## src/rtl/core_pkg.sv

```systemverilog
// Shared types for the RV32I multi-cycle controller: state encoding,
// decoder instruction-class struct and trap cause codes.
package core_pkg;

  typedef enum logic [2:0] {
    ST_IDLE,
    ST_FETCH,
    ST_DECODE,
    ST_EXEC,
    ST_MEM,
    ST_WB,
    ST_HALTED,
    ST_TRAP
  } ctrl_state_t;

  typedef struct packed {
    logic alu;
    logic load;
    logic store;
    logic branch;
    logic jump;
  } instr_class_t;

  localparam logic [1:0] CAUSE_NONE    = 2'd0;
  localparam logic [1:0] CAUSE_ILLEGAL = 2'd1;
  localparam logic [1:0] CAUSE_IMEM_TO = 2'd2;
  localparam logic [1:0] CAUSE_DMEM_TO = 2'd3;

endpackage

```

## src/rtl/mem_wait_timer.sv

```systemverilog
// Memory wait counter: counts stalled cycles and flags the cycle in which the
// wait limit is reached. MEM_TIMEOUT = 0 disables expiry.
module mem_wait_timer #(
  parameter int unsigned MEM_TIMEOUT = 255,
  parameter int unsigned CNT_W       = 8
) (
  input  logic clk,
  input  logic rstn,
  input  logic i_clear,
  input  logic i_enable,
  output logic o_expired
);

  // Expiry fires during the stalled cycle that brings the count to MEM_TIMEOUT,
  // so a valid arriving in that same cycle is still accepted by the caller.
  localparam logic [CNT_W-1:0] LIMIT = (MEM_TIMEOUT == 0) ? '0 : CNT_W'(MEM_TIMEOUT - 1);

  logic [CNT_W-1:0] r_cnt;

  always_ff @(posedge clk or negedge rstn) begin
    if (!rstn) begin
      r_cnt <= '0;
    end else if (i_clear) begin
      r_cnt <= '0;
    end else if (i_enable) begin
      r_cnt <= r_cnt + CNT_W'(1);
    end
  end

  assign o_expired = (MEM_TIMEOUT != 0) && i_enable && (r_cnt == LIMIT);

endmodule

```

## src/rtl/core_controller.sv

```systemverilog
// Multi-cycle sequencer for the RV32I core: fetch, decode, execute, memory, writeback.
// Optional performance counters are built when CORE_CONTROLLER_PERF_EN is defined.
module core_controller
  import core_pkg::*;
#(
  parameter int unsigned MEM_TIMEOUT = 255,
  parameter int unsigned CNT_W       = 8
) (
  input  logic        clk,
  input  logic        rstn,
  input  logic        imem_valid,
  input  logic        dmem_valid,
  input  logic        dec_alu,
  input  logic        dec_load,
  input  logic        dec_store,
  input  logic        dec_branch,
  input  logic        dec_jump,
  input  logic        branch_taken,
  input  logic        halt,
  output logic        imem_req,
  output logic        ir_we,
  output logic        dmem_req,
  output logic        dmem_we,
  output logic        reg_we,
  output logic        pc_we,
  output logic        pc_sel,
  output logic        trap,
  output logic [1:0]  trap_cause,
  output logic [31:0] perf_cycles,
  output logic [31:0] perf_instret
);

  ctrl_state_t  r_state, w_next;
  instr_class_t r_class, w_dec_class;
  logic         r_taken;
  logic [1:0]   r_cause, w_next_cause;
  logic         w_wait_clear, w_wait_en, w_expired;

  assign w_dec_class = {dec_alu, dec_load, dec_store, dec_branch, dec_jump};

  // Counter is held clear outside FETCH/MEM, which clears it on every entry.
  assign w_wait_clear = !((r_state == ST_FETCH) || (r_state == ST_MEM));
  assign w_wait_en    = ((r_state == ST_FETCH) && !imem_valid) ||
                        ((r_state == ST_MEM)   && !dmem_valid);

  mem_wait_timer #(
    .MEM_TIMEOUT(MEM_TIMEOUT),
    .CNT_W      (CNT_W)
  ) u_wait (
    .clk      (clk),
    .rstn     (rstn),
    .i_clear  (w_wait_clear),
    .i_enable (w_wait_en),
    .o_expired(w_expired)
  );

  always_ff @(posedge clk or negedge rstn) begin
    if (!rstn) begin
      r_state <= ST_IDLE;
      r_cause <= CAUSE_NONE;
      r_class <= '0;
      r_taken <= 1'b0;
    end else begin
      r_state <= w_next;
      r_cause <= w_next_cause;
      if (r_state == ST_DECODE) r_class <= w_dec_class;
      if (r_state == ST_EXEC)   r_taken <= branch_taken;
    end
  end

  always_comb begin
    w_next       = r_state;
    w_next_cause = r_cause;
    imem_req     = 1'b0;
    ir_we        = 1'b0;
    dmem_req     = 1'b0;
    dmem_we      = 1'b0;
    reg_we       = 1'b0;
    pc_we        = 1'b0;
    pc_sel       = 1'b0;
    trap         = 1'b0;
    unique case (r_state)
      ST_IDLE: w_next = halt ? ST_HALTED : ST_FETCH;
      ST_FETCH: begin
        imem_req = 1'b1;
        if (imem_valid) begin
          ir_we  = 1'b1;
          w_next = ST_DECODE;
        end else if (w_expired) begin
          w_next       = ST_TRAP;
          w_next_cause = CAUSE_IMEM_TO;
        end
      end
      ST_DECODE: begin
        if ($onehot(w_dec_class)) begin
          w_next = ST_EXEC;
        end else begin
          w_next       = ST_TRAP;
          w_next_cause = CAUSE_ILLEGAL;
        end
      end
      ST_EXEC: w_next = (r_class.load || r_class.store) ? ST_MEM : ST_WB;
      ST_MEM: begin
        dmem_req = 1'b1;
        dmem_we  = r_class.store;
        if (dmem_valid) begin
          w_next = ST_WB;
        end else if (w_expired) begin
          w_next       = ST_TRAP;
          w_next_cause = CAUSE_DMEM_TO;
        end
      end
      ST_WB: begin
        pc_we  = 1'b1;
        pc_sel = r_class.jump || (r_class.branch && r_taken);
        reg_we = r_class.alu || r_class.load || r_class.jump;
        w_next = halt ? ST_HALTED : ST_FETCH;
      end
      ST_HALTED: if (!halt) w_next = ST_FETCH;
      ST_TRAP:   trap = 1'b1;
      default:   w_next = ST_IDLE;
    endcase
  end

  assign trap_cause = r_cause;

`ifdef CORE_CONTROLLER_PERF_EN
  logic [31:0] r_perf_cycles, r_perf_instret;

  always_ff @(posedge clk or negedge rstn) begin
    if (!rstn) begin
      r_perf_cycles  <= '0;
      r_perf_instret <= '0;
    end else begin
      if (r_state != ST_TRAP) r_perf_cycles  <= r_perf_cycles + 32'd1;
      if (r_state == ST_WB)   r_perf_instret <= r_perf_instret + 32'd1;
    end
  end

  assign perf_cycles  = r_perf_cycles;
  assign perf_instret = r_perf_instret;
`else
  assign perf_cycles  = '0;
  assign perf_instret = '0;
`endif

endmodule

```

## config.mk

```make
export PLATFORM = sky130hd
export DESIGN_NAME = core_controller
export DESIGN_NICKNAME = d
export VERILOG_FILES = /design/src/rtl/core_pkg.sv /design/src/rtl/mem_wait_timer.sv /design/src/rtl/core_controller.sv
export SDC_FILE = /design/constraint.sdc
export NUM_CORES = 1
export LEC_CHECK = 0
export ABC_AREA = 1
export CAP_MARGIN = 20
export CELL_PAD_IN_SITES_DETAIL_PLACEMENT = 1
export CELL_PAD_IN_SITES_GLOBAL_PLACEMENT = 2
export CORE_ASPECT_RATIO = 1.5
export CORE_MARGIN = 3
export CORE_UTILIZATION = 22
export CTS_CLUSTER_SIZE = 24
export DETAILED_ROUTE_END_ITERATION = 10
export PLACE_DENSITY_LB_ADDON = 0.1
export REMOVE_ABC_BUFFERS = 1
export SETUP_SLACK_MARGIN = 0.1
export SYNTH_ARGS = -nofsm -noshare
export SYNTH_HDL_FRONTEND = slang
export SYNTH_SLANG_ARGS = --single-unit
export TNS_END_PERCENT = 5
```

## constraint.sdc

```tcl
create_clock -name clk -period 2.3 [get_ports clk]
set_input_delay 0.23 -clock clk [delete_from_list [all_inputs] [get_ports clk]]
set_output_delay 0.23 -clock clk [all_outputs]
set_load 0.03 [all_outputs]
```

==> Word-level counts from Yosys, hierarchy flattened <==
Cells that the tools add are included.
{ "word_totals": {"latchBits": 0, "regBits": 19, "ram_bits": 0, "inputBits": 11, "mem_bits_ro": 0, "out_inout_bits": 74, "memories": 0, "word_cells": 73} }
{ "op_classes": {"mul": 0, "reduce_logical": 18, "n_bitwise": 0, "order_cmp": 0, "n_shift": 0, "addsub": 5, "div_mod_pow": 0, "muxes": 25, "eq_ne": 16} }
{ "ops": {"columns": ["cell", "n"], "rows": [
  ["$mux W3", 6],
  ["$pmux W3 S6", 1],
  ["$mux W8", 2],
  ["$eq A3 B3 Y1 const B", 4],
  ["$mux W1", 10],
  ["$mux W2", 5],
  ["$add A8 B1 Y8 const B", 1],
  ["$eq A8 B8 Y1 const B", 1],
  ["$ne A2 B2 Y1 const B", 4],
  ["$eq A3 B1 Y1 const B", 2],
  ["$eq A3 B2 Y1 const B", 2],
  ["$logic_or A1 B1 Y1", 6],
  ["$ne A2 B1 Y1 const B", 3],
  ["$pmux W2 S3", 1],
  ["$reduce_and A6 Y1", 1],
  ["$reduce_bool A6 Y1", 1],
  ["$add A1 B1 Y2", 2],
  ["$logic_and A1 B1 Y1", 4],
  ["$add A2 B2 Y3", 1],
  ["$add A3 B1 Y3", 1],
  ["$logic_not A3 Y1", 1],
  ["$reduce_bool A3 Y1", 1],
  ["$logic_not A1 Y1", 2],
  ["$reduce_and A2 Y1", 1],
  ["$reduce_or A2 Y1", 1]
]} }

==> Logic depth before layout (Yosys ltp) <==
Gate-level depths: netlist of the first run.
{ "logic_depth": {"depth_word": 7, "mapped_depth": 10} }

==> By module <==
A second synthesis of the first run with hierarchy kept.
{ "hier_totals": {"cells_unflattened": 244, "hier_area_um2": 1766.7} }
{ "modules_own_cells": {"columns": ["module", "n_inst", "cells_each", "area_per_inst_um2"], "rows": [
  ["core_controller", 1, 180, 1292.5],
  ["mem_wait_timer", 1, 64, 474.2]
]} }

==> Least setup slack after synthesis of the first run <==
No wires, ideal clock.
{ "synth_path": {"kind": "input -> register", "start": "input port dec_alu", "end": "register r_state[2]", "path_buffers": 0, "setup_ns": 0.119, "arrival_ns": 1.891, "path_slack_ns": 0.291, "path_stages": 9, "path_cell_list": "inv_1 > fa_1 > fa_1 > inv_1 > ha_1 > o31ai_1 > nand4_1 > nor2_1 > nand2_1"} }
{ "synth_between": {"elab_chain_len": 4} }
{ "synth_rtl": {"columns": ["element", "line", "text"], "rows": [
  ["start, declared", "core_controller.sv:13", "input logic dec_alu,"],
  ["$add A3 B1 Y3 (not written as such)", "core_controller.sv:95", "if ($onehot(w_dec_class)) begin"],
  ["$eq A3 B1 Y1", "core_controller.sv:95", null],
  ["$mux W3", "core_controller.sv:95", null],
  ["$pmux W3 S6", "core_controller.sv:82", "unique case (r_state)"],
  ["end signal, assigned", "core_controller.sv:64", "r_state <= w_next;"],
  ["end, declared", "core_controller.sv:33", "ctrl_state_t r_state, w_next;"]
]} }
No other way between the ends.
A chain may end at the register's enable or synchronous reset.

==> Final worst setup path of the first run <==
{ "layout_path": {"start": "register r_state[0]", "end": "output port dmem_we"} }
{ "layout_between": {"elab_chain_len": 2} }
{ "layout_rtl": {"columns": ["element", "line", "text"], "rows": [
  ["$eq A3 B3 Y1", "core_controller.sv:82", null],
  ["$mux W1", "core_controller.sv:82", null],
  ["end, declared", "core_controller.sv:23", "output logic dmem_we,"]
]} }
No other way between the ends.

==> results of run 1 <==
-- worst max-delay path by stage --
stage	slack, ps	end	startpoint
2_1_floorplan	290	r_state[2]	dec_alu
3_3_place_gp	-290	r_state[2]	dec_alu
3_5_place_dp	-330	r_state[2]	dec_alu
4_1_cts	90	r_state[2]	dec_load
5_1_grt	40	dmem_we	r_state[0]
6_report	120	dmem_we	r_state[0]
-- flip-flops by register name (all words and copies together), names as in the netlist --
| name | count |
|---|---|
| r_class | 5 |
| r_state | 3 |
| r_taken | 1 |
| trap_cause | 2 |
| u_wait.r_cnt | 8 |
-- cell families after synthesis --
logic type / count (synthesis) / synth area share, %
flops: 19 / 28.2
fa+ha+maj: 5 / 4.60
buf+inv: 97 / 36.0
other cells: 1 / 0.222
compound gates: 21 / 6.89
simple gates: 84 / 23.1
xor+xnor: 2 / 1.04
-- area by class of cell --
cell class                 instances  area (um^2)
tap                              100          125
sequential                        19          475
clock buffer                       3         41.3
inverter                          32          120
fill                             962         5470
multi-input combinational        176          870
clock inverter                     1         5.00
timing repair buffer              21          214
-- power groups by stage --
stage / Clock [mW] / Combinational (mW) / Sequential [mW]
finish: 0.248 / 0.203 / 0.334
global route: 0.276 / 0.217 / 0.334
global placement: 0 / 0.183 / 0.340
CTS: 0.265 / 0.188 / 0.334
floorplan: 0 / 0.151 / 0.340
detailed placement: 0 / 0.184 / 0.340
-- worst register-to-register path, stage by stage, from the launching register on --
cell	delay, ps
dfrtp_1	460
inv_2	90
nand2_1	70
nor2_1	400
inv_1	230
nand2_1	100
o21ai_0	80
-- per-layer routing --
metal / vias to the layer above / share of wire (%)
met5: - / 0
li1: 626 / -
met2: 38 / 58
met1: 626 / 37
met4: 0 / 1.1
met3: 4 / 4.3
-- synthesized netlist by cell type, drive strengths merged --
cell	number	area [um^2]
a21o	1	7.51
nor2	16	72.6
fa	2	40.0
nand4	2	12.5
nand3b	1	7.51
ha	3	37.5
nand2	47	201
dfrtp	19	475
a21oi	6	30.0
xor2	2	17.5
inv	32	120
buf	65	488
o21ai	12	63.8
o31ai	2	15.0
nand3	17	90.1
nor3	1	5.00
conb	1	3.75
-- what timing repair did --
action	4_1_cts	5_1_grt
resized for setup	3	8
endpoints found under the setup margin	4	6
hold buffers	0	0
pin swaps	3	6
==> impl_results.md, run 1 <==
- # DRC: 0
- Leak: 0.992 nW
- CP endpoint kind: output port
- Share of layout cells above drive strength 1: 9.13%
- Total of max-cap violations: 0
- Postcts setup bufs: 0
- RR Endpoint: r_class[3]
- Final setup violation count: 0
- Period utilisation layout: 94.7%
- Type of the worst setup path: reg2out
- Placed Area: 1770 um^2
- CP required: 2070 ps
- Worst r2r src: r_state[0]
- Max Clk Rate: 0.459 GHz
- Status: complete, no violations
- Hold EP: r_class[4]
- Core Region: 7320 um^2
- Die width: 77.5 um
- Biggest cell delay along the critical path: 690 ps
- Die area: 8780 um^2
- Hold Vio Cnt, Final: 0
- Switching Share: 38.1%
- Clk root buf: clkbuf_8
- Most common cell after layout, fill and taps aside: conb_1
- Net Switching: 299 uW
- GR peak layer: met2
- Worst r2r path cells: 6
- Hold path start: dec_alu
- FP Rows: 38
- Seq/Total Area, Yosys: 28.2%
- GRT met2 Usage: 17.8%
- GRT Util Overall: 9.04%
- Delay-heaviest family, CP: buffers and inverters
- Initial antenna violation count: 0
- Final Max Slew Viols: 0
- Setup Skew: 5.20 ps
- First-pass GRT wire length: 6.30 mm
- Placed Instances: 348
- Pre-CTS WS: -327 ps
- Min-Delay Path Depth: 3
- IO Pins: 85
- Final Wtd Congestion: 0.776
- Clk network pwr share: 31.7%
- Crit. path cell count: 4
- Yosys cell types: 25
- WP data arrival: 1950 ps
- Ys Warns: 0
- CTS Buf Count: 3
- Total power: 785 uW
- Post-Layout Cell Count: 352
- TritonRoute pass-1 iters: 2
- Worst hold path type: in2reg
- Worst-path clk slew: 80 ps
- Post-route setup TNS: 0 ps
- CP max stage cell: clkdlybuf4s50_1
- P&R area growth vs syn: 9.64%
- Clk sinks: 19
- Final instance area: 1850 um^2
- Reg2reg setup slack: ~760 ps
- Clock Latency Late Sink: 260 ps
- Met1 Resource Use GR: under 10%
- Initial DRC count: 37
- Most frequent cells in the layout: conb_1, nand2_1, inv_1
- Post-DRT Antenna Nets: 0
- Pwr Density: approximately 420 nW/um^2
- Cell Area, Synth: between 1500 and 2000 um^2
- CP Max Fanout: 6
- Worst setup margin: roughly 120 ps
- Crit path time final: 2180 ps
- # diodes: 0
- Met3 usage: under 10%
- Largest net degree at the start of global routing: 20
- Average cell area after synthesis: 7.37 um^2
- CTS max path bufs: 2
- Overflow after GRT: 0
- Number of synthesized register bits: 19
- Vias: ~1300
- Htree depth: 1
- CP startpoint kind: register
- Buffers on Ports: 20
- Vias in the first global route: 1301
- Critical-path cell list: nor2_2, nand2_1, nor2_1, clkdlybuf4s50_1
- Seq pwr share: 42.5%
- Final Util: between 20% and 30%
- Nets: 269
- Synthesized instance count: 229
- CP bufs+invs: 1
- CTS tree: built
- Max VDD drop: 0.000137 V
- HPWL after detailed placement: about 3.3 mm
- Wire per inst: 11.3 um
- Min Hold Slack: 276 ps
- RSZ-0062 raised after global routing: true
- Internal power: 486 uW
- Combinational power share: between 20% and 30%
- Die Height: approximately 110 um
- WL final: around 4 mm
- Initial core utilization: 23.1%
- Avg Vias per Cell: 3.68
No activity file was read; power rests on OpenSTA's default activity.
==> inputs of run 2 (changes only) <==
--- a/config.mk
+++ b/config.mk
@@ -11,11 +11,11 @@
 export CELL_PAD_IN_SITES_GLOBAL_PLACEMENT = 2
 export CORE_ASPECT_RATIO = 1.5
 export CORE_MARGIN = 3
-export CORE_UTILIZATION = 22
+export CORE_UTILIZATION = 21
+export CTS_BUF_LIST = sky130_fd_sc_hd__clkbuf_16
 export CTS_CLUSTER_SIZE = 24
 export DETAILED_ROUTE_END_ITERATION = 10
 export PLACE_DENSITY_LB_ADDON = 0.1
-export REMOVE_ABC_BUFFERS = 1
 export SETUP_SLACK_MARGIN = 0.1
 export SYNTH_ARGS = -nofsm -noshare
 export SYNTH_HDL_FRONTEND = slang
==> constraint.sdc (replaced) <==
create_clock -name clk -period 2.1 [get_ports clk]
set_input_delay 0.21 -clock clk [delete_from_list [all_inputs] [get_ports clk]]
set_output_delay 0.21 -clock clk [all_outputs]
set_load 0.03 [all_outputs]
==> impl_results.md, run 2 (synthesis results as in run 1) <==
- Status: complete, no violations
- P&R area growth vs syn: 12.0%
- Postcts setup bufs: 0
- CTS max path bufs: 2
- Most common cell after layout, fill and taps aside: conb_1
- Reg2reg setup slack: 570 ps
- CP Max Fanout: 6
- Htree depth: 1
- Final Max Slew Viols: 0
- Max VDD drop: 0.000268 V
- Final instance area: 1890 um^2
- Multi-input gate area: 875 um^2
- CP startpoint kind: register
- Initial core utilization: 21.9%
- IO Pins: 85
- Period utilisation layout: approximately 91%
- Post-route setup TNS: 0 ps
- Share of layout cells above drive strength 1: roughly 11%
- Setup Skew: 6.19 ps
- TritonRoute pass-1 iters: 4
- Overflow after GRT: 0
- Crit path time final: between 1500 and 2000 ps
- WL final: a little under 4 mm
- Type of the worst setup path: reg2out
- Final setup violation count: 0
- Seq. cell area: 477 um^2
- GRT Util Overall: around 9.0%
- CTS hold repair buffers: 0
- Leak: about 1.0 nW
- Nets: 271
- Largest regs: u_wait.r_cnt (8), r_class (5), r_state (3)
- Wire per inst: 11.2 um
- Most frequent cells in the layout: conb_1, nand2_1, inv_1
- Pwr Density: 526 nW/um^2
- Die Height: 116 um
- Buffers on Ports: 20
- Clock Latency Late Sink: 260 ps
- Largest net degree at the start of global routing: 20
- Clk root buf: clkbuf_16
- Max Clk Rate: approximately 0.52 GHz
- Core Region: 7710 um^2
- RSZ-0062 raised after global routing: true
- Worst-path clk slew: 60 ps
- Met2 Wirelength: 2.33 mm
- Die area: 9170 um^2
- Post-DRT Antenna Nets: 0
- CTS Buf Count: 3
- Initial antenna violation count: 0
- FP Rows: 39
- First-pass GRT wire length: 6.33 mm
- Routed length on met3: 233 um
- HPWL after detailed placement: 3.33 mm
- Worst hold path type: in2async
- Vias in the first global route: between 1000 and 1500
- # diodes: 0
- Total of max-cap violations: 0
- CP endpoint kind: output port
- Final Wtd Congestion: approximately 0.76
- Top sig layer: met4
- Clk sinks: 19
- # DRC: 0
- CTS tree: built
- Top reg by flops: u_wait.r_cnt
- Max reg flops: 8
- Vias: 1247
- Avg Vias per Cell: 3.50
- CP required: 1890 ps
- Die width: 79.2 um
- Fillers: 995
- Placed Area: 1790 um^2
- Met1 WL: 1.35 mm
- WP data arrival: ~1700 ps
- Hold Vio Cnt, Final: 0
- Initial DRC count: 27
run 2: cell types whose count changed in the layout (fill, tap and decap cells not counted):
cell / before / now
dlygate4sd2_1: 1 / 9
clkdlybuf4s50_1: 16 / 11
clkbuf_16: 0 / 3
clkbuf_8: 3 / 0
dlymetal6s2s_1: 3 / 0
buf_4: 1 / 3
dfrtp_1: 19 / 18
dfrtp_2: 0 / 1
inv_1: 26 / 25
inv_2: 6 / 7
nand3_1: 16 / 15
nand3_2: 1 / 2
run 2: layout make-up:
class / count / share of cell area (%)
Timing Repair Buffer: 23 / 11.2
Multi-Input combinational cell: 176 / 46.3
Clock inverter: 1 / 0.265
Sequential cell: 19 / 25.2
Tap cell: 102 / 6.75
Inverter: 32 / 6.35
Clock buffer: 3 / 3.97
run 2: metal layers:
metal	up-vias	GRT usage [%]
met2	41	17.9
li1	623	-
met3	5	1.56
met5	-	0
met4	0	3.44
met1	578	8.98
run 2: power breakdown:
| part | internal [mW] | total, mW | switching (mW) |
|---|---|---|---|
| registers | 0.366 | 0.366 | 0 |
| clock network | 0.256 | 0.406 | 0.150 |
| logic | 0.0349 | 0.221 | 0.187 |
| total | 0.657 | 0.994 | 0.337 |
run 2: worst paths after layout:
kind	start	endpoint	cells after the start
min in group clk	dec_load	r_class[3]	3
max in group asynchronous	rstn	r_state[2]	2
worst min-delay path	rstn	u_wait.r_cnt[7]	2
worst max register to register	r_state[0]	u_wait.r_cnt[4]	8
worst max-delay path	r_state[1]	pc_we	4
worst min register to register	trap_cause[1]	trap_cause[1]	2
run 2: stage by stage:
stage	instances	hold WS, ps	total power, mW	utilization (%)	worst slack, ps
after floorplan	292	-85.6	0.631	-	111
after global placement	352	482	0.575	23.2	-471
after detailed placement	352	483	0.576	23.2	-525
after CTS	356	338	1.02	24.5	126
after global routing	356	359	1.05	24.5	64.5
final	356	311	0.994	24.5	191
run 2: repair_timing:
action	in CTS	in global routing
resized for setup	18	1
endpoints found under the setup margin	10	3
pin swaps	5	0
run 2: critical path, stage by stage, from the launching register on:
cell and delay [ps]:
dfrtp_1 440, inv_1 110, nand3_2 150, inv_1 90
clkdlybuf4s50_1 660
==> inputs of run 3 (changes only) <==
--- a/config.mk
+++ b/config.mk
@@ -16,7 +16,7 @@
 export CTS_CLUSTER_SIZE = 24
 export DETAILED_ROUTE_END_ITERATION = 10
 export PLACE_DENSITY_LB_ADDON = 0.1
-export SETUP_SLACK_MARGIN = 0.1
+export SETUP_SLACK_MARGIN = 0.5
 export SYNTH_ARGS = -nofsm -noshare
 export SYNTH_HDL_FRONTEND = slang
 export SYNTH_SLANG_ARGS = --single-unit
==> impl_results.md, run 3 (synthesis results as in run 1) <==
- Overflow after GRT: 0
- CP Max Fanout: 2
- CP startpoint kind: input pin
- WL final: around 4.1 mm
- CTS max path bufs: 2
- Worst setup margin: 335 ps
- Vias in the first global route: 1304
- Type of the worst setup path: in2reg
- Leak: about 1.0 nW
- WP data arrival: about 1900 ps
- Post-DRT Antenna Nets: 0
- Max reg flops: 8
- Fillers: 1019
- Avg Vias per Cell: 3.56
- Final setup violation count: 0
- First-pass GRT wire length: 6.52 mm
- Clk network pwr share: 40.4%
- Buffers on Ports: 20
- # DRC: 0
- Net Switching: 332 uW
- Clock Latency Late Sink: 250 ps
- Final Util: 25.0%
- Die Height: 116 um
- Vias: 1281
- Max Clk Rate: 0.566 GHz
- Reg2reg setup slack: 600 ps
- Final Wtd Congestion: 0.775
- Crit path time final: 1770 ps
- CP endpoint kind: register
- Die width: 79.2 um
- Nets: 275
- P&R area growth vs syn: 14.2%
- Hold Vio Cnt, Final: 0
- Top reg by flops: u_wait.r_cnt
- Largest regs: u_wait.r_cnt (8), r_class (5), r_state (3)
- Combinational power share: 22.6%
- Initial DRC count: 21
- Total of max-cap violations: 0
- Worst hold path type: in2reg
- TritonRoute pass-1 iters: 4
- Seq pwr share: 37.0%
- HPWL after detailed placement: between 3 and 4 mm
- # diodes: 0
- Pre-CTS WS: -343 ps
- Most common cell after layout, fill and taps aside: conb_1
- RSZ-0062 raised after global routing: true
- Period utilisation layout: 84.1%
- Most frequent cells in the layout: conb_1, nand2_1, inv_1
- IO Pins: 85
- GRT Util Overall: 9.23%
- Max VDD drop: 0.000223 V
- Setup Skew: 4.73 ps
- Clk root buf: clkbuf_16
- Status: complete, no violations
- Share of layout cells above drive strength 1: 14.0%
- Worst-path clk slew: 60 ps
- Largest net degree at the start of global routing: 20
- Htree depth: 1
- Pwr Density: 514 nW/um^2
- Switching Share: 33.6%
- Wire per inst: 11.5 um
- CTS Buf Count: 3
- Worst r2r path cells: 8
- FP Rows: 39
- Initial antenna violation count: 0
- Core Region: roughly 7700 um^2
- CTS tree: built
- Internal power: ~660 uW
- Die area: 9170 um^2
- Min-Delay Path Depth: 3
- Initial core utilization: 21.9%
- CP required: 2240 ps
- Clk sinks: 19
- Final Max Slew Viols: 0
## run 3: worst paths after layout
kind / from / endpoint
hold / removal: dec_branch / r_class[1]
setup reg to reg: r_state[0] / u_wait.r_cnt[4]
setup / recovery: dec_branch / r_state[2]
max in group asynchronous: rstn / r_state[0]
min in group asynchronous: rstn / u_wait.r_cnt[6]
hold reg to reg: trap_cause[1] / trap_cause[1]
## run 3: final cells by class
type                            count  area, um^2  share of cell area [%]
Clock inverter                      1        3.75                   0.195
Timing Repair Buffer               27         246                    12.8
Inverter                           32         123                    6.36
Clock buffer                        3        75.1                    3.89
Multi-Input combinational cell    176         875                    45.4
Sequential cell                    19         478                    24.8
Tap cell                          102         128                    6.62
## run 3: per-layer routing
metal,vias up,share of wire [%],GRT usage (%)
li1,635,-,-
met1,603,34,9.36
met2,38,59,18.6
met3,5,5.6,1.94
met4,0,1.1,2.41
met5,-,0,0
## run 3: timing repair
| action | 4_1_cts | 5_1_grt |
|---|---|---|
| endpoints found under the setup margin | 11 | 16 |
| hold buffers | 0 | 0 |
| gates resized for setup | 29 | 2 |
| pin swaps | 6 | 6 |
| setup buffers | 2 | 0 |
## run 3: power groups by stage
| stage | registers (mW) | clock network, mW | logic [mW] |
|---|---|---|---|
| floorplan | 0.373 | 0 | 0.262 |
| global placement | 0.373 | 0 | 0.204 |
| detailed placement | 0.373 | 0 | 0.204 |
| CTS | 0.366 | 0.419 | 0.222 |
| global route | 0.366 | 0.436 | 0.242 |
| finish | 0.366 | 0.400 | 0.224 |
## run 3: worst max-delay path, stage by stage
cell     delay, ps
buf_6           70
inv_4           30
fa_1           500
fa_2           400
inv_2           70
ha_4           190
o31ai_4        180
nand4_1        110
nor2_1          90
nand2_1         50
## run 3: per-stage QoR
stage | total power, mW | instance area (um^2) | instances | hold WS (ps) | setup TNS, ps
2_1_floorplan | 0.635 | 1930 | 292 | -85.6 | 0
3_3_place_gp | 0.576 | 1810 | 354 | 469 | -931
3_5_place_dp | 0.577 | 1810 | 354 | 475 | -944
4_1_cts | 1.01 | 1920 | 360 | 223 | 0
5_1_grt | 1.04 | 1930 | 360 | 220 | 0
6_report | 0.990 | 1930 | 360 | 210 | 0
